--- config.mk ---
export PLATFORM = sky130hd
export DESIGN_NAME = dct_8x8_pass_sequencer
export DESIGN_NICKNAME = d
export VERILOG_FILES = /design/src/rtl/dct_8x8_pass_sequencer.sv
export SDC_FILE = /design/constraint.sdc
export NUM_CORES = 1
export LEC_CHECK = 0
export CORE_AREA = 8 8 59 61
export CTS_BUF_LIST = sky130_fd_sc_hd__clkbuf_4 sky130_fd_sc_hd__clkbuf_8
export DETAILED_ROUTE_END_ITERATION = 16
export DIE_AREA = 0 0 67 69
export MAX_ROUTING_LAYER = met4
export PLACE_DENSITY = 0.86
export SYNTH_ARGS = -nofsm -noshare
export SYNTH_HDL_FRONTEND = slang
export SYNTH_SLANG_ARGS = --single-unit
--- constraint.sdc ---
create_clock -name clock -period 2.4 [get_ports clock]
set_input_delay 0.48 -clock clock [delete_from_list [all_inputs] [get_ports clock]]
set_output_delay 0.48 -clock clock [all_outputs]
set_load 0.03 [all_outputs]
--- src/rtl/dct_8x8_pass_sequencer.sv ---
// Pass sequencer for the 8-point 1-D DCT engine over one 8x8 block.
// Runs 8 row passes into the transpose scratchpad, then 8 column passes
// into the output buffer, with a watchdog on each engine pass.
//
// state     | meaning
// ----------+-----------------------------------------------------------
// IDLE      | waiting for a block from the loader (block_ready high)
// ROW_START | one-cycle engine start for row pass 'pass'
// ROW_WAIT  | waiting for eng_done of the current row pass
// COL_START | one-cycle engine start for column pass 'pass'
// COL_WAIT  | waiting for eng_done of the current column pass
// DONE      | coefficient block ready, waiting for out_ready
// FAULT     | engine timeout, held until reset
module dct_8x8_pass_sequencer #(
    parameter int PASS_COUNT     = 8,
    parameter int TIMEOUT_CYCLES = 64
) (
    input  logic       clock,
    input  logic       reset,
    input  logic       block_valid,
    output logic       block_ready,
    output logic       eng_start,
    input  logic       eng_done,
    output logic       eng_src_sel,
    output logic [5:0] eng_rd_base,
    output logic [3:0] eng_rd_stride,
    output logic [5:0] eng_wr_base,
    output logic [3:0] eng_wr_stride,
    output logic       eng_wr_dst,
    output logic       out_valid,
    input  logic       out_ready,
    output logic       error
);

    typedef enum logic [2:0] {
        IDLE      = 3'd0,
        ROW_START = 3'd1,
        ROW_WAIT  = 3'd2,
        COL_START = 3'd3,
        COL_WAIT  = 3'd4,
        DONE      = 3'd5,
        FAULT     = 3'd6
    } state_t;

    localparam logic [2:0] PASS_LAST = 3'(PASS_COUNT - 1);
    localparam logic [6:0] TMO_LIMIT = 7'(TIMEOUT_CYCLES);

    state_t     state;
    state_t     state_nxt;
    logic [2:0] pass;
    logic [2:0] pass_nxt;
    logic [6:0] tmo;
    logic [6:0] tmo_nxt;

    // Next-state, pass index and watchdog counter decode
    always_comb begin
        state_nxt = state;
        pass_nxt  = pass;
        tmo_nxt   = tmo;
        case (state)
            IDLE: begin
                if (block_valid) begin
                    state_nxt = ROW_START;
                    pass_nxt  = 3'd0;
                end
            end
            ROW_START: begin
                state_nxt = ROW_WAIT;
                tmo_nxt   = 7'd0;
            end
            ROW_WAIT: begin
                if (eng_done) begin
                    if (pass == PASS_LAST) begin
                        state_nxt = COL_START;
                        pass_nxt  = 3'd0;
                    end else begin
                        state_nxt = ROW_START;
                        pass_nxt  = pass + 3'd1;
                    end
                end else begin
                    tmo_nxt = tmo + 7'd1;
                    if (tmo_nxt == TMO_LIMIT) begin
                        state_nxt = FAULT;
                    end
                end
            end
            COL_START: begin
                state_nxt = COL_WAIT;
                tmo_nxt   = 7'd0;
            end
            COL_WAIT: begin
                if (eng_done) begin
                    if (pass == PASS_LAST) begin
                        state_nxt = DONE;
                    end else begin
                        state_nxt = COL_START;
                        pass_nxt  = pass + 3'd1;
                    end
                end else begin
                    tmo_nxt = tmo + 7'd1;
                    if (tmo_nxt == TMO_LIMIT) begin
                        state_nxt = FAULT;
                    end
                end
            end
            DONE: begin
                if (out_ready) begin
                    state_nxt = IDLE;
                end
            end
            FAULT: begin
                state_nxt = FAULT;
            end
            default: begin
                state_nxt = IDLE;
            end
        endcase
    end

    // State register; engine addressing is loaded only when entering a START
    // state so it stays stable for the whole pass
    always_ff @(posedge clock) begin
        if (reset) begin
            state       <= IDLE;
            pass        <= 3'd0;
            tmo         <= 7'd0;
            eng_src_sel <= 1'b0;
            eng_wr_dst  <= 1'b0;
            eng_rd_base <= 6'd0;
            eng_wr_base <= 6'd0;
        end else begin
            state <= state_nxt;
            pass  <= pass_nxt;
            tmo   <= tmo_nxt;
            if ((state_nxt == ROW_START) || (state_nxt == COL_START)) begin
                eng_src_sel <= (state_nxt == COL_START);
                eng_wr_dst  <= (state_nxt == COL_START);
                eng_rd_base <= {pass_nxt, 3'b000};
                eng_wr_base <= {3'b000, pass_nxt};
            end
        end
    end

    assign block_ready   = (state == IDLE);
    assign eng_start     = (state == ROW_START) || (state == COL_START);
    assign out_valid     = (state == DONE);
    assign error         = (state == FAULT);
    assign eng_rd_stride = 4'd1;
    assign eng_wr_stride = 4'd8;

endmodule

==> impl_metrics.toml <==
[power]
ir_drop_mv = 0.247
power_frac_seq = 0.479
p_int_mw = 0.423
p_per_area_mw_per_mm2 = 444
p_switching_mw = 0.201
clkPwrFrac = 0.272
power.leakage_nw = 0.547
power_mw = 0.624
p_sw_frac = 0.322
combinationalPowerShare = 0.249

[clock_network]
cts_tree = "yes"
clock_latency_ns = 0.30
cts_sinks = 17
cts_hold_buf = 0
root_buffer = "clkbuf_4"
cts-htree-levels = 1
clk_transition_reported_paths_ns = 0.11
clockBufferDepth = 2
post_cts_resized = 0
cts_buffers = 3
post_cts_buffers = 0

[final_layout]
n_fill_cell = 247
area_growth_pct = 12.4
antenna_cells = 0
final_cell_count_no_fill = 196
nNetsFinal = 176
final_layout_size_suffix_gt1_frac = 0.109

[logic_synthesis]
async_flop_share = 0
synth_common_cells = "19 x buf_4, 17 x dfxtp_1, 10 x nand2_1, 9 x inv_1"
synth_area_per_cell_um2 = 8.22
ys_top_cells_by_area = "dfxtp_1 27%, buf_4 11%, mux2i_1 5.6%"
synthesis.yosys.warnings = 0
yosysUniqueCellTypes = 42
yosysMostFrequentCell = "buf_4"
syn_inst = 152
yosysSeqAreaShare = 0.272
synth_top_area_frac = 0.272
syn-cell-area_mm2 = 0.00125
yosysTopAreaCell = "dfxtp_1"
ys_ff_latch = 17
ys.flop_type = "dfxtp_1"
synth_edf_count = 0

[critical_path]
critPathKind = "reg2out"
startpoint_type = "flop"
cp_max_fo = 9
end_kind = "output port"
cp.arrival_ns = 1.85
critical_path_required_ns = 1.92

[die]
num_rows = 19
die_w_um = 67
io_pins = 31
start_util = 0.478
die_area_mm2 = 0.00462
core_area_mm2 = 0.00262
die_h_um = 69

[sta]
worst_clock_skew_ns = 0.00804
min_period_ns = 2.33
hold_viol_final = 0
fin_setup_tns_ns = 0
worst_slack_ns = 0.0701
rsz0062_at_grt = "no"
maxSlewViolCount = 0
worst_slew_pin_slew_ns = 0.508
finalSetupViolCount = 0
finalCritPeriodShare = 0.971
slew_headroom = 0.659
fmax_ghz = 0.429

[global_routing]
grt_pass1_vias = 1053
grt.total_usage = 0.126
grt_first_pass_wirelength_um = 4710
overflow = 0
grt_max_degree = 13
grt_antenna_before_repair = 0

[detailed_routing]
wl_um = 2770
drc = 0
viasPerCell = 5.53
first_pass_iters = 4
wl_per_cell_um = 14.1
drt_iter0_drc = 33
postRouteAntennaNets = 0
vias = 1083

[place]
io_buffers = 16
dp.cells = 192
place_ws_ns = 0.231
hpwl_um = 2140
gp_congestion = 0.876

[hold_path]
worst_hold_path_type = "reg2reg"

[run_status]
status = "complete, no violations"

[job]
drv_cap = 0
==> metrics by stage <==
stage	hold slack, ns	cell area, µm²	utilization
2_1_floorplan	0.481	1290	-
3_3_place_gp	0.487	1370	0.525
3_5_place_dp	0.482	1370	0.525
4_1_cts	0.505	1400	0.537
5_1_grt	0.530	1410	0.537
6_report	0.501	1410	0.537
==> cell usage in the layout, fill, tap and decap left out, drive strengths merged, types with 3 or more instances in the layout <==
cell | Yosys | final
nor2 | 6 | 6
nand2b | 5 | 5
clkbuf | 4 | 4
mux2i | 7 | 7
nor2b | 7 | 7
conb | 2 | 14
ha | 5 | 5
buf | 22 | 7
inv | 10 | 10
o22ai | 4 | 4
o21ai | 3 | 3
or3 | 3 | 3
clkdlybuf4s50 | 0 | 16
dfxtp | 17 | 17
nand3b | 3 | 3
a21oi | 5 | 5
nor3 | 3 | 3
nand3 | 7 | 7
nand2 | 10 | 10
==> power groups by stage <==
| stage | clock network [mW] | logic [mW] | registers [mW] |
|---|---|---|---|
| 3_3_place_gp | 0 | 0.149 | 0.304 |
| 3_5_place_dp | 0 | 0.153 | 0.304 |
| 5_1_grt | 0.181 | 0.167 | 0.300 |
| 4_1_cts | 0.171 | 0.154 | 0.298 |
| 2_1_floorplan | 0 | 0.132 | 0.302 |
| 6_report | 0.170 | 0.156 | 0.299 |
==> worst max-delay path, stage by stage (launching register included) <==
cell	delay, ns
dfxtp_1	0.53
nand2_1	0.17
nor2_1	0.16
clkdlybuf4s50_1	0.69
==> registers in the layout, indices dropped and copies added, names as in the netlist <==
| signal | flops |
|---|---|
| eng_rd_base | 3 |
| eng_wr_dst | 1 |
| pass | 3 |
| state | 3 |
| tmo | 7 |
==> kinds of logic (layout without fill, tap and decap cells) <==
family | Yosys count | count (layout) | share of synthesized area
other | 2 | 14 | 0.00601
buffers and inverters | 36 | 37 | 0.168
and+or+nand+nor | 51 | 51 | 0.235
xor gates and xnor gates | 4 | 4 | 0.0280
muxes | 9 | 9 | 0.0771
AOI/OAI and AO/OA | 28 | 28 | 0.163
adders and majority gates | 5 | 5 | 0.0501
DFF | 17 | 17 | 0.272
==> final cells by class <==
cell class | instances | area [µm²] | area share
multi-input combinational | 111 | 744 | 0.530
sequential | 17 | 342 | 0.243
timing repair buffer | 23 | 213 | 0.151
tap | 31 | 38.8 | 0.0276
inverter | 10 | 37.5 | 0.0267
clock buffer | 4 | 30.0 | 0.0214
==> path summary, 6_finish.rpt <==
path                                startpoint        endpoint  slack [ns]  cells after the start
worst max-delay path                  state[2]           error        0.07                      3
worst min-delay path            eng_rd_base[3]  eng_rd_base[3]        0.50                      2
worst max register to register         pass[0]      eng_wr_dst        0.53                      6
worst min register to register  eng_rd_base[3]  eng_rd_base[3]        0.50                      2
==> routing by layer <==
| metal | vias up | GRT usage | wire length (µm) |
|---|---|---|---|
| li1 | 528 | - | - |
| met1 | 493 | 0.149 | 1210 |
| met2 | 56 | 0.200 | 1300 |
| met3 | 6 | 0.0162 | 207 |
| met4 | 0 | 0.0651 | 49 |
| met5 | - | - | 0 |
No activity file was read; power rests on OpenSTA's default activity.
